`src/rtl/led_ctrl_if.sv`:
```
// Host/event request bundle for the LED controller.
// The host side drives requests and events; the controller returns req_ready.
interface led_ctrl_if #(
   parameter int PWM_BITS = 4
);
   logic                req_valid;
   logic                req_ready;
   logic [3:0]          req_pattern;
   logic [PWM_BITS-1:0] req_bright;
   logic [15:0]         req_hold_ms;
   logic                evt_valid;
   logic [3:0]          evt_pattern;

   modport master (
      output req_valid, req_pattern, req_bright, req_hold_ms, evt_valid, evt_pattern,
      input  req_ready
   );

   modport slave (
      input  req_valid, req_pattern, req_bright, req_hold_ms, evt_valid, evt_pattern,
      output req_ready
   );
endinterface

```
`src/rtl/led_ctrl.sv`:
```
// LED controller: heartbeat in IDLE, host PWM display in HOST, flashing event
// in EVENT. Events preempt everything; the LED pins are registered, active-low.
module led_ctrl #(
   parameter int TICK_DIV    = 100000,
   parameter int PWM_BITS    = 4,
   parameter int EVT_ON_MS   = 100,
   parameter int EVT_FLASHES = 3,
   parameter int HB_BIT      = 9
) (
   input  logic       clk,
   input  logic       resetn,
   led_ctrl_if.slave  bus,
   output logic [3:0] led_n,
   output logic       busy
);
   localparam int PRE_W = (TICK_DIV > 1) ? $clog2(TICK_DIV) : 1;
   localparam int FL_W  = (EVT_FLASHES > 1) ? $clog2(EVT_FLASHES + 1) : 1;

   typedef enum logic [1:0] {S_IDLE, S_HOST, S_EVENT} state_t;

   state_t              state_q, state_d;
   logic [PRE_W-1:0]    presc_q;
   logic [PWM_BITS-1:0] pwm_q;
   logic [15:0]         hb_q;
   logic [3:0]          pat_q, pat_d;
   logic [PWM_BITS-1:0] bright_q, bright_d;
   logic [15:0]         hold_q, hold_d;
   logic [3:0]          ev_pat_q, ev_pat_d;
   logic [FL_W-1:0]     flash_q, flash_d;
   logic                phase_on_q, phase_on_d;
   logic [15:0]         phase_cnt_q, phase_cnt_d;
   logic [3:0]          led_n_q;
   logic                busy_q;

   logic                tick;
   logic                req_fire;
   logic [3:0]          mask;
   logic [PWM_BITS-1:0] br;
   logic                pwm_on;
   logic                unused_hb;

   assign tick          = (presc_q == PRE_W'(TICK_DIV - 1));
   assign bus.req_ready = resetn && (state_q != S_EVENT) && !bus.evt_valid;
   assign req_fire      = bus.req_valid && bus.req_ready;
   assign led_n         = led_n_q;
   assign busy          = busy_q;
   // Only one heartbeat bit drives the LED; the rest just keep counting.
   assign unused_hb     = ^hb_q;

   // Free-running timebases: ms prescaler, PWM ramp, heartbeat tick counter.
   always_ff @(posedge clk or negedge resetn) begin
      if (!resetn) begin
         presc_q <= '0;
         pwm_q   <= '0;
         hb_q    <= '0;
      end else begin
         presc_q <= tick ? '0 : presc_q + 1'b1;
         pwm_q   <= pwm_q + 1'b1;
         if (tick) hb_q <= hb_q + 16'd1;
      end
   end

   // Arbitration and per-state timers: event > host request > heartbeat.
   always_comb begin
      state_d     = state_q;
      pat_d       = pat_q;
      bright_d    = bright_q;
      hold_d      = hold_q;
      ev_pat_d    = ev_pat_q;
      flash_d     = flash_q;
      phase_on_d  = phase_on_q;
      phase_cnt_d = phase_cnt_q;
      if (bus.evt_valid) begin
         state_d     = S_EVENT;
         ev_pat_d    = bus.evt_pattern;
         flash_d     = '0;
         phase_on_d  = 1'b1;
         phase_cnt_d = 16'(EVT_ON_MS);
      end else if (req_fire) begin
         state_d  = S_HOST;
         pat_d    = bus.req_pattern;
         bright_d = bus.req_bright;
         hold_d   = bus.req_hold_ms;
      end else begin
         case (state_q)
            S_HOST: begin
               // hold of 0 means persistent: never decrements, never expires
               if (tick && hold_q != 16'd0) begin
                  hold_d = hold_q - 16'd1;
                  if (hold_q == 16'd1) state_d = S_IDLE;
               end
            end
            S_EVENT: begin
               if (tick && phase_cnt_q != 16'd0) begin
                  if (phase_cnt_q == 16'd1) begin
                     phase_cnt_d = 16'(EVT_ON_MS);
                     phase_on_d  = !phase_on_q;
                     // an off phase just finished: one flash complete
                     if (!phase_on_q) begin
                        if (flash_q == FL_W'(EVT_FLASHES - 1)) begin
                           state_d = S_IDLE;
                           flash_d = '0;
                        end else begin
                           flash_d = flash_q + 1'b1;
                        end
                     end
                  end else begin
                     phase_cnt_d = phase_cnt_q - 16'd1;
                  end
               end
            end
            default: ;
         endcase
      end
   end

   // State and latched request/event registers.
   always_ff @(posedge clk or negedge resetn) begin
      if (!resetn) begin
         state_q     <= S_IDLE;
         pat_q       <= '0;
         bright_q    <= '0;
         hold_q      <= '0;
         ev_pat_q    <= '0;
         flash_q     <= '0;
         phase_on_q  <= 1'b0;
         phase_cnt_q <= '0;
         busy_q      <= 1'b0;
      end else begin
         state_q     <= state_d;
         pat_q       <= pat_d;
         bright_q    <= bright_d;
         hold_q      <= hold_d;
         ev_pat_q    <= ev_pat_d;
         flash_q     <= flash_d;
         phase_on_q  <= phase_on_d;
         phase_cnt_q <= phase_cnt_d;
         busy_q      <= (state_d != S_IDLE);
      end
   end

   // Select mask and brightness for the current state, then apply PWM.
   always_comb begin
      mask = '0;
      br   = '1;
      case (state_q)
         S_IDLE:  mask = hb_q[HB_BIT] ? 4'b0001 : 4'b0000;
         S_HOST:  begin mask = pat_q; br = bright_q; end
         S_EVENT: mask = phase_on_q ? ev_pat_q : 4'b0000;
         default: ;
      endcase
      // all-ones is forced fully on; otherwise on for 'br' of every 2^PWM_BITS clocks
      pwm_on = (br == '1) || (pwm_q < br);
   end

   // Registered active-low LED drive.
   always_ff @(posedge clk or negedge resetn) begin
      if (!resetn) led_n_q <= 4'b1111;
      else         led_n_q <= ~(mask & {4{pwm_on}});
   end
endmodule

```
`src/flat_wrapper.sv`:
```
// flat-port wrapper written by rule: the top's interface ports become plain ports
module led_ctrl_flat 
#(
   parameter int TICK_DIV    = 100000,
   parameter int PWM_BITS    = 4,
   parameter int EVT_ON_MS   = 100,
   parameter int EVT_FLASHES = 3,
   parameter int HB_BIT      = 9
)
  (clk, resetn, led_n, busy, bus_req_valid, bus_req_pattern, bus_req_bright, bus_req_hold_ms, bus_evt_valid, bus_evt_pattern, bus_req_ready);
  led_ctrl_if #(.PWM_BITS(PWM_BITS)) bus_i ();
  input  logic clk;
  input  logic resetn;
  output logic [3:0] led_n;
  output logic busy;
  input wire logic [$bits(bus_i.req_valid)-1:0] bus_req_valid;
  input wire logic [$bits(bus_i.req_pattern)-1:0] bus_req_pattern;
  input wire logic [$bits(bus_i.req_bright)-1:0] bus_req_bright;
  input wire logic [$bits(bus_i.req_hold_ms)-1:0] bus_req_hold_ms;
  input wire logic [$bits(bus_i.evt_valid)-1:0] bus_evt_valid;
  input wire logic [$bits(bus_i.evt_pattern)-1:0] bus_evt_pattern;
  output wire logic [$bits(bus_i.req_ready)-1:0] bus_req_ready;
  assign bus_i.req_valid = bus_req_valid;
  assign bus_i.req_pattern = bus_req_pattern;
  assign bus_i.req_bright = bus_req_bright;
  assign bus_i.req_hold_ms = bus_req_hold_ms;
  assign bus_i.evt_valid = bus_evt_valid;
  assign bus_i.evt_pattern = bus_evt_pattern;
  assign bus_req_ready = bus_i.req_ready;
  led_ctrl #(.TICK_DIV(TICK_DIV), .PWM_BITS(PWM_BITS), .EVT_ON_MS(EVT_ON_MS), .EVT_FLASHES(EVT_FLASHES), .HB_BIT(HB_BIT)) u_core (.clk(clk), .resetn(resetn), .bus(bus_i), .led_n(led_n), .busy(busy));
endmodule
```
`config.mk`:
```
export PLATFORM = sky130hd
export DESIGN_NAME = led_ctrl_flat
export DESIGN_NICKNAME = d
export VERILOG_FILES = /design/src/rtl/led_ctrl_if.sv /design/src/rtl/led_ctrl.sv /design/src/flat_wrapper.sv
export SDC_FILE = /design/constraint.sdc
export NUM_CORES = 1
export LEC_CHECK = 0
export BUFFER_PORTS_ARGS = -buffer_cell sky130_fd_sc_hd__buf_2
export CORE_MARGIN = 5
export CORE_UTILIZATION = 64
export DETAILED_ROUTE_END_ITERATION = 16
export HOLD_SLACK_MARGIN = 0.05
export PLACE_DENSITY = 0.9
export SETUP_SLACK_MARGIN = 0.1
export SLEW_MARGIN = 15
export SYNTH_ARGS = -nofsm -noshare
export SYNTH_HDL_FRONTEND = slang
export SYNTH_SLANG_ARGS = --single-unit
```
`constraint.sdc`:
```
create_clock -name clk -period 7.3 [get_ports clk]
set_clock_uncertainty 0.15 [all_clocks]
set_input_delay 1.095 -clock clk [delete_from_list [all_inputs] [get_ports clk]]
set_output_delay 1.095 -clock clk [all_outputs]
set_load 0.01 [all_outputs]
```
==> out/results.ini, run 1 <==
[logic_synthesis]
synth_fa_ha_area_share_pct = 4.65
yosysSeqAreaShare_pct = 49.6
synth_top_family_by_area = simple AND/OR/NAND/NOR gates
synth_fp_nets = 464
synth_seq_cells = 85
syn_area_um2 = 4300
syn_inst = 416
avgSynthCellArea_um2 = 10.3
yosysWarnings = 0
synth_compound_area_share_pct = 8.46
ys_types = 53
synth_edf_count = 0
synth_xor_area_share_pct = 10.4
async_reset_ff_share_pct = 100
muxShareOfSynthArea_pct = 3.87
synth-simple-area-share_pct = 20.5
yosys_most_used_dff = dfrtp_1

[layout]
final_cell_area_um2 = 4710
fill_cells = 437
syn_to_final_growth_pct = 9.39
nets = 501
instances_no_fill = 535
insertedDiodeCount = 0
drive_gt1_share_pct = 17.5

[timing]
finalHoldViolCount = 0
setup_viol = 0
fin_ws_ps = 4050
post-route-min-period_ps = 3250
tightest_slew_ps = 645
hold_slack_ps = 321
clock.fmax_mhz = 308
fin_setup_tns_ps = 0
slew_headroom_pct = 56.6
period_share_pct = 44.5
rsz0062_at_grt = false
report.final.slew_viol_count = 0

[clock_network]
clockBufferDepth = 2
cts_tree = done
clkSlewWorstSetupHoldPaths_ps = 70
root_buffer = clkbuf_8
ctsHtreeMaxLevel = 3
holdBufCountCts = 0
clk_latency_ps = 350
cts_setup_buffers = 0
numCtsBuffers = 9
numClockSinks = 85
cts_resized = 0

[detailed_routing]
via_per_inst = 5.88
drtIter0Drc = 167
wl_mm = 8.34
ant_nets = 0
num_vias = 3147
drc = 0
dr.pass1.iters = 4
wl_per_cell_um = 15.6

[power_and_ir_drop]
p_leak_nw = 2.09
ir_drop_mv = 0.184
p_per_area_nw_per_um2 = 243

[place]
placed_cell_area_um2 = 4540
dp.cells = 519
dp_slack_ps = 4060
place.gp.congestion = 0.859
portBuffers = 37
hpwl_mm = 5.86

[global_routing]
grt_first_pass_wirelength_mm = 14.6
grt_overflow = 0
grt_start_max_net_pins = 48
gr-usage-all-layers_pct = 21.3
antenna_found_initial = 0
grt_pass1_vias = 3219

[die]
die_area_um2 = 8460
io_pins = 38
rows = 29
fp.dieH_um = 92.0
core-area_um2 = 6460
initial_utilization_pct = 66.6
die_w_um = 92.0

[setup_path]
r2r_start = u_core.presc_q[0]$_DFF_PN0_
cp-start-kind = input port
end_kind = output port
arrival_ps = 2000
crit_start = bus_evt_valid
crit_type = in -> out
cp_data_required_time_ps = 6050
critPathMaxFanout = 20

[outcome]
status = completed

[worst_hold_path]
holdCritStartpoint = u_core.hb_q[7]$_DFFE_PN0N_
hold_class = reg -> reg

[run]
cap_violations = 0

-- state kept, by name, summed over array words and instances, names as in the netlist --
| signal | cells |
|---|---|
| u_core.presc_q | 17 |
| u_core.phase_cnt_q | 16 |
| u_core.state_q | 2 |
| u_core.led_n | 4 |
| u_core.ev_pat_q | 4 |
| u_core.bright_q | 4 |
| u_core.pat_q | 4 |
| u_core.busy | 1 |
| u_core.pwm_q | 4 |
| u_core.phase_on_q | 1 |
| u_core.flash_q | 2 |
| u_core.hb_q | 10 |
| u_core.hold_q | 16 |
-- routing by layer --
| metal | global-route usage (%) | share of wire (%) | vias up |
|---|---|---|---|
| li1 | - | - | 1526 |
| met1 | 26.5 | 43 | 1536 |
| met2 | 35.8 | 51 | 68 |
| met3 | 6.63 | 4.5 | 17 |
| met4 | 6.44 | 1.5 | 0 |
| met5 | 0 | 0 | - |
-- power breakdown --
group          leakage [nW]  total, mW  internal, mW  switching (mW)
Clock                0.0836      0.294         0.133           0.161
Sequential             1.08      0.625         0.555          0.0703
Combinational         0.928      0.222         0.110           0.112
-- layout make-up --
cell class | count | area (um2) | area share [%]
sequential | 85 | 2130 | 45.3
multi-input combinational | 306 | 2060 | 43.8
timing repair buffer | 39 | 203 | 4.31
clock buffer | 13 | 149 | 3.16
tap | 77 | 96.3 | 2.05
inverter | 12 | 45.0 | 0.957
clock inverter | 3 | 21.3 | 0.452
-- cells in the final DEF (no fill, tap or decap), drive strengths merged, types with 5 or more instances in the layout --
cell,netlist,layout
dfrtp,81,81
nor2,55,55
buf,4,39
xnor2,34,34
nand2,32,32
a21oi,22,22
xor2,17,17
ha,16,16
nor3,14,14
mux2,13,13
o21ai,13,13
clkbuf,8,13
inv,12,12
nand4,12,12
nand3,11,11
nor4,8,8
o211ai,6,6
and3,5,5
nor2b,5,5
or3,5,5
-- Yosys cell counts, drive strengths merged (3+ instances only) --
master	instances	share of area [%]
a21oi	22	2.6
a32oi	3	0.61
and2	3	0.44
and3	5	0.73
and4	3	0.61
buf	4	0.61
clkbuf	8	0.70
dfrtp	81	47
dfstp	4	2.4
ha	16	4.7
inv	12	1.0
mux2	13	3.4
nand2	32	2.8
nand2b	4	0.58
nand3	11	1.3
nand4	12	1.9
nor2	55	4.8
nor2b	5	0.73
nor3	14	1.7
nor4	8	1.7
o211ai	6	1.0
o21ai	13	1.5
or3	5	0.96
or4	4	0.79
xnor2	34	6.9
xor2	17	3.5
-- path summary, 6_finish.rpt --
| check | end | slack [ps] | cells after the start |
|---|---|---|---|
| hold / removal | u_core.hb_q[7]$_DFFE_PN0N_ | 320 | 1 |
| hold reg to reg | u_core.hb_q[7]$_DFFE_PN0N_ | 320 | 1 |
| min in group asynchronous | u_core.phase_cnt_q[7]$_DFFE_PN0P_ | 550 | 1 |
| setup reg to reg | u_core.phase_cnt_q[7]$_DFFE_PN0P_ | 4400 | 7 |
| setup / recovery | bus_req_ready | 4050 | 4 |
| max in group asynchronous | u_core.phase_cnt_q[13]$_DFFE_PN0P_ | 5480 | 2 |
-- kinds of logic (layout without fill, tap and decap cells) --
group / count (synthesis) / count (layout)
mux: 15 / 15
flops: 85 / 85
fa+ha+maj: 16 / 16
buf+inv: 25 / 67
simple gates: 166 / 166
xor+xnor: 51 / 51
compound gates: 58 / 58
-- through the flow --
stage          total power [mW]  utilization (%)
2_1_floorplan             0.779                -
3_3_place_gp              0.835             70.2
5_1_grt                    1.21             72.9
3_5_place_dp              0.855             70.2
6_report                   1.14             72.9
4_1_cts                    1.15             72.9
-- critical path, cell delays in order --
cell	delay, ps
buf_2	320
inv_1	220
and3_1	220
buf_2	140
(Power assumes the default switching activity.)
==> run 2, diff against run 1 <==
CORE_UTILIZATION = 59   (was 64)
PLACE_DENSITY = 0.84   (was 0.9)
clock period = 3.22 ns   (was 7.3 ns; I/O delays follow)
==> run 2 against run 1 <==
Effect of this change: sequential share of layout area down 1.3 points; core utilization down 5.3 points; routed wire length down 0.44%; via count down 0.67%; final cell count up 4.7%; combinational power up 130%; flip-flop and latch count unchanged; register-to-register slack worse by 3800 ps; non-clock buffer count up 3; first-iteration DRC count up 32%; global-route usage down 1.3 points; cell area up 3.0%.
==> out/results.ini, run 2 (same netlist as run 1, synthesis figures left out) <==
[power_and_ir_drop]
ir_drop_mv = 0.371  ; +100%
p_per_area_nw_per_um2 = 590  ; +140%
p_leak_nw = 2.14  ; +2.8%

[setup_path]
critPathBufInv = 0  ; -3
crit_type = reg -> reg
critPathSlowestCell = nor4b_1
end_kind = flop
path_cells = nor3_1, nand4_1, nor3_1, nor4b_1, nand3b_1, a21oi_1
critPathMaxFanout = 4  ; -80%
cp-start-kind = flop
arrival_ps = 2750  ; +750 ps
cp_data_required_time_ps = 3350  ; -2700 ps
max_stage_delay_ps = 600  ; +280 ps
crit_top_cell = nor3_1
cp_top_family = simple AND/OR/NAND/NOR gates

[global_routing]
gr-usage-all-layers_pct = 20.0  ; -1.3 points
grt.met1_usage_pct = 25.4  ; -1.0 points
grt.met3_usage_pct = 4.66  ; -2.0 points
grt_pass1_vias = 3131  ; -2.7%
antenna_found_initial = 0  ; unchanged
top_usage_layer = met2
grt_overflow = 0  ; unchanged
global_route.usage.met2_pct = 34.2  ; -1.6 points
grt_start_max_net_pins = 86  ; +79%
grt_first_pass_wirelength_mm = 14.2  ; -3.1%

[die]
fp.dieH_um = 95.4  ; +3.7%
rows = 31  ; +6.9%
die_w_um = 95.4  ; +3.7%
die_area_um2 = 9100  ; +7.5%
core-area_um2 = 7180  ; +11%
initial_utilization_pct = 59.9  ; -6.7 points
io_pins = 38  ; unchanged

[place]
placed_cell_area_um2 = 4590  ; +1.1%
dp_slack_ps = 708  ; -3350 ps
dp.cells = 544  ; +4.8%
place.gp.congestion = 0.866  ; +0.84%
hpwl_mm = 5.83  ; -0.56%
portBuffers = 37  ; unchanged

[timing]
report.final.slew_viol_count = 0  ; unchanged
fin_ws_ps = 604  ; -3450 ps
fin_setup_tns_ps = 0  ; unchanged
clock.fmax_mhz = 382
setup_viol = 0  ; unchanged
rsz0062_at_grt = false
slew_headroom_pct = 50.3  ; -6.3 points
finalHoldViolCount = 0  ; unchanged
post-route-min-period_ps = 2620
tightest_slew_ps = 746  ; +101 ps
period_share_pct = 81.2

[layout]
final_cell_area_um2 = 4850  ; +3.0%
instances_no_fill = 560  ; +4.7%
largest_register_ffs = 17  ; unchanged
drive_gt1_share_pct = 18.7  ; +1.2 points
syn_to_final_growth_pct = 12.7
final_cell_mix = dfrtp_1, nor2_1, buf_2
nets = 504  ; +0.60%
layout_commonest_cell = dfrtp_1
registers.top_by_ff_count = u_core.presc_q
insertedDiodeCount = 0  ; unchanged
top_regs = u_core.presc_q x17, u_core.hold_q x16, u_core.phase_cnt_q x16

[clock_network]
numCtsBuffers = 9  ; unchanged
root_buffer = clkbuf_8
cts_tree = done
holdBufCountCts = 0  ; unchanged
clk_latency_ps = 360  ; about the same
clkSlewWorstSetupHoldPaths_ps = 80  ; about the same
cts_resized = 0  ; unchanged
clockBufferDepth = 2  ; unchanged
ctsHtreeMaxLevel = 3  ; unchanged
numClockSinks = 85  ; unchanged
cts_setup_buffers = 0  ; unchanged

[detailed_routing]
wl_mm = 8.30  ; -0.44%
ant_nets = 0  ; unchanged
dr.pass1.iters = 4  ; unchanged
wl_per_cell_um = 14.8  ; -4.9%
num_vias = 3126  ; -0.67%
via_per_inst = 5.58  ; -5.1%
drc = 0  ; unchanged
drtIter0Drc = 220  ; +32%

[worst_hold_path]
hold_class = in -> async

[outcome]
status = completed

[run]
cap_violations = 0  ; unchanged

-- run 2: cell types whose count changed in the layout (fill, tap and decap cells not counted) --
cell,previous run,this run
bufinv_16,0,3
clkbuf_1,3,0
buf_4,3,5
buf_6,0,1
clkbuf_8,10,11
clkinv_2,1,0
-- run 2: area by class of cell --
type                       instances  area [um2]
fill                             551        2330
sequential                        85        2130
multi-input combinational        306        2060
timing repair buffer              42         229
clock buffer                      11         151
tap                               99         124
clock inverter                     5         106
inverter                          12        45.0
-- run 2: worst register-to-register path: stages (launching register included) --
cell	delay [ps]
dfrtp_1	420
nor3_1	370
nand4_1	240
nor3_1	400
nor4b_1	600
nand3b_1	190
a21oi_1	170
-- run 2: routing by layer --
metal	part of all wire (%)	routed length [um]
met5	0	0
met1	44	3640
met3	5.1	420
met2	50	4140
met4	1.2	99
-- run 2: report_power, final --
| part | internal [mW] | total, mW | switching [mW] |
|---|---|---|---|
| clock network | 0.559 | 0.945 | 0.386 |
| registers | 1.26 | 1.42 | 0.158 |
| logic | 0.250 | 0.501 | 0.250 |
| total | 2.07 | 2.86 | 0.795 |
-- run 2: final timing paths --
| kind | end | slack [ps] | from | depth (start not counted) |
|---|---|---|---|---|
| max reg2reg | u_core.flash_q[1]$_DFFE_PN0P_ | 600 | u_core.phase_cnt_q[6]$_DFFE_PN0P_ | 6 |
| max | u_core.flash_q[1]$_DFFE_PN0P_ | 600 | u_core.phase_cnt_q[6]$_DFFE_PN0P_ | 6 |
| min | u_core.presc_q[13]$_DFF_PN0_ | 120 | resetn | 2 |
| min in group clk | u_core.bright_q[3]$_DFFE_PN0P_ | 200 | bus_req_bright[3] | 2 |
| min reg2reg | u_core.hb_q[7]$_DFFE_PN0N_ | 310 | u_core.hb_q[7]$_DFFE_PN0N_ | 1 |
| max in group asynchronous | u_core.phase_cnt_q[7]$_DFFE_PN0P_ | 2280 | resetn | 2 |
-- run 2: per-stage QoR --
stage	util (%)	power, mW	hold WS, ps
after floorplan	-	1.77	37.4
after global placement	63.9	1.90	301
after detailed placement	63.9	1.93	299
after CTS	67.5	2.87	186
after global routing	67.6	3.01	180
final	67.6	2.86	118
==> run 3, diff against run 2 <==
ABC_AREA = 1   (was not set)
CORE_UTILIZATION = 55   (was 59)
PLACE_DENSITY = 0.82   (was 0.84)
clock period = 2.2 ns   (was 3.22 ns; I/O delays follow)
==> run 3 against run 2 <==
Effect of this change: non-clock buffer count rose by 22; worst setup slack got worse by 440 ps; critical endpoint is now bus_req_ready; largest cell class is now multi-input gates; highest routed layer unchanged; flip-flop and latch count did not move; via count rose by 38%; sequential power rose by 48%; die area rose by 20%; sequential share of layout area fell by 6.5 points.
==> out/results.ini, run 3 <==
[logic_synthesis]
yosys.cell_count.top_type = nand2_1
avgSynthCellArea_um2 = 8.01  ; -23%
yosysTopAreaCell = dfrtp_1
synth_area_leaders = dfrtp_1, nand2_1, nor2_1, inv_1, ha_1
yosys-top-cells-count = nand2_1, dfrtp_1, nor2_1, inv_1, nand3_1
synth_seq_cells = 85  ; unchanged
synth_fp_nets = 662  ; +43%
yosysSeqAreaShare_pct = 43.4  ; -6.2 points
synth_edf_count = 0  ; unchanged
syn_area_um2 = 4920  ; +14%
yosys_most_used_dff = dfrtp_1
async_reset_ff_share_pct = 100  ; unchanged
synth_top_area_share_pct = 41.2  ; -5.9 points
syn_inst = 614  ; +48%
yosysWarnings = 0  ; unchanged
ys_types = 41  ; -23%

[clock_network]
numClockSinks = 85  ; unchanged
ctsHtreeMaxLevel = 3  ; unchanged
clkSlewWorstSetupHoldPaths_ps = 100  ; +20 ps
clk_latency_ps = 380  ; +20 ps
root_buffer = clkbuf_8
numCtsBuffers = 9  ; unchanged
cts_tree = done
clockBufferDepth = 2  ; unchanged

[layout]
regArea_um2 = 2130  ; about the same
drive_gt1_share_pct = 20.1  ; +1.4 points
insertedDiodeCount = 0  ; unchanged
final_cell_area_um2 = 5700  ; +18%
layout_commonest_cell = nand2_1
largest_register_ffs = 17  ; unchanged
top_regs = u_core.presc_q x17, u_core.hold_q x16, u_core.phase_cnt_q x16
syn_to_final_growth_pct = 15.9
registers.top_by_ff_count = u_core.presc_q
fill_cells = 665  ; +21%
final_cell_mix = nand2_1, dfrtp_1, nor2_1
nets = 725  ; +44%
multi_input_area_um2 = 2490  ; +21%

[timing]
tightest_slew_ps = 595  ; -151 ps
report.final.slew_viol_count = 0  ; unchanged
fin_setup_tns_ps = 0  ; unchanged
rsz0062_at_grt = true
slew_headroom_pct = 60.3  ; +10 points
finalHoldViolCount = 0  ; unchanged
setup_viol = 0  ; unchanged
period_share_pct = 92.7
clock.fmax_mhz = 490
post-route-min-period_ps = 2040

[detailed_routing]
drtIter0Drc = 216  ; -1.8%
via_per_inst = 5.46  ; -2.2%
wl_met2_mm = 5.78  ; +40%
dr_wl_met3_um = 568  ; +35%
wl_met1_mm = 4.88  ; +34%
drc = 0  ; unchanged
num_vias = 4313  ; +38%
wl_per_cell_um = 14.5  ; -2.5%
wl_mm = 11.4  ; +38%
dr.pass1.iters = 5  ; +1
maxUsedRoutingLayer = met4
ant_nets = 0  ; unchanged

[setup_path]
critPathMaxFanout = 4  ; unchanged
max_stage_delay_ps = 440  ; -160 ps
path_cells = buf_4, ha_1, nor3_2, buf_2
cp_data_required_time_ps = 1720  ; -1630 ps
arrival_ps = 1560  ; -1190 ps
cp-start-kind = flop
crit_type = reg -> out
cp_top_family = flip-flops
critPathSlowestCell = dfrtp_1
critPathBufInv = 2  ; +2
end_kind = output port

[place]
portBuffers = 37  ; unchanged
hpwl_mm = 8.07  ; +38%
place.gp.congestion = 0.928  ; +7.2%
placed_cell_area_um2 = 5250  ; +15%

[global_routing]
gr-usage-all-layers_pct = 21.7  ; +1.7 points
grt_pass1_vias = 4352  ; +39%
grt_overflow = 0  ; unchanged
grt_start_max_net_pins = 48  ; -44%
antenna_found_initial = 0  ; unchanged
grt_first_pass_wirelength_mm = 19.8  ; +40%

[power_and_ir_drop]
ir_drop_mv = 0.570  ; +54%
total_power_mw = 4.49  ; +57%
p_per_area_nw_per_um2 = 788  ; +33%
p_leak_nw = 2.74  ; +28%

[die]
rows = 34  ; +9.7%
die_w_um = 105  ; +9.6%
die_area_um2 = 10900  ; +20%
initial_utilization_pct = 56.4  ; -3.6 points
fp.dieH_um = 105  ; +9.6%
core-area_um2 = 8720  ; +22%
io_pins = 38  ; unchanged

[worst_hold_path]
hold_class = in -> reg

[run]
cap_violations = 0  ; unchanged

[outcome]
status = completed

-- run 3: cell count changes after synthesis, moves of 11 or more --
cell and change:
inv_1 +52, o21ai_1 +13, mux2_2 -13, o21ai_0 +11, nand2_1 +117, nor2_1 +18, xnor2_1 -28, nand3_1 +26
-- run 3: report_power, final --
part / switching, mW / leakage (nW) / internal [mW]
sequential: 0.256 / 1.08 / 1.84
combinational: 0.748 / 1.56 / 0.503
clock: 0.692 / 0.100 / 0.453
-- run 3: final timing paths --
kind | endpoint | slack [ps] | start | depth (start not counted)
min in group asynchronous | u_core.hold_q[3]$_DFFE_PN0P_ | 440 | resetn | 3
max in group asynchronous | u_core.phase_cnt_q[4]$_DFFE_PN0P_ | 460 | resetn | 4
hold / removal | u_core.hold_q[9]$_DFFE_PN0P_ | 60 | bus_req_hold_ms[9] | 3
setup / recovery | bus_req_ready | 160 | u_core.state_q[1]$_DFF_PN0_ | 4
hold reg to reg | u_core.hb_q[7]$_DFFE_PN0N_ | 320 | u_core.hb_q[7]$_DFFE_PN0N_ | 1
setup reg to reg | u_core.busy$_DFF_PN0_ | 190 | u_core.state_q[1]$_DFF_PN0_ | 9
-- run 3: layout make-up --
| cell class | count | share of cell area [%] |
|---|---|---|
| Clock inverter | 7 | 1.36 |
| Sequential cell | 85 | 37.4 |
| Tap cell | 108 | 2.37 |
| Inverter | 76 | 5.18 |
| Clock buffer | 9 | 2.17 |
| Timing Repair Buffer | 64 | 7.71 |
| Multi-Input combinational cell | 441 | 43.8 |
-- run 3: stage by stage --
step	worst slack (ps)	utilization (%)	std cells	hold WS [ps]
2_1_floorplan	229	-	614	-116
3_3_place_gp	217	60.2	758	293
3_5_place_dp	87.7	60.2	758	309
4_1_cts	133	64.1	787	51.3
5_1_grt	59.1	65.3	790	75.2
6_report	160	65.3	790	57.9
-- run 3: repair_timing --
| item | CTS | global route |
|---|---|---|
| setup buffers | 0 | 3 |
| setup endpoints to repair | 2 | 38 |
| resized for setup | 1 | 26 |
| endpoints found under the hold margin | 50 | 0 |
| pin swaps | 0 | 4 |
| cloned | 0 | 0 |
| hold buffers | 13 | 0 |
-- run 3: per-layer routing --
| metal | vias to the layer above | track usage (%) |
|---|---|---|
| met2 | 142 | 37.7 |
| li1 | 2109 | - |
| met5 | - | 0 |
| met4 | 0 | 7.49 |
| met1 | 2039 | 27.2 |
| met3 | 23 | 4.07 |
-- run 3: kinds of logic after synthesis --
logic type | share of synthesized area [%]
and+or+nand+nor | 30.5
buffers and inverters | 7.53
DFF | 43.4
AOI/OAI and AO/OA | 9.72
xor gates and xnor gates | 4.81
adders and majority gates | 4.07
-- run 3: tightest hold or removal path, stage by stage --
cell and delay (ps):
buf_2 70, o211ai_1 90, nand2_1 60
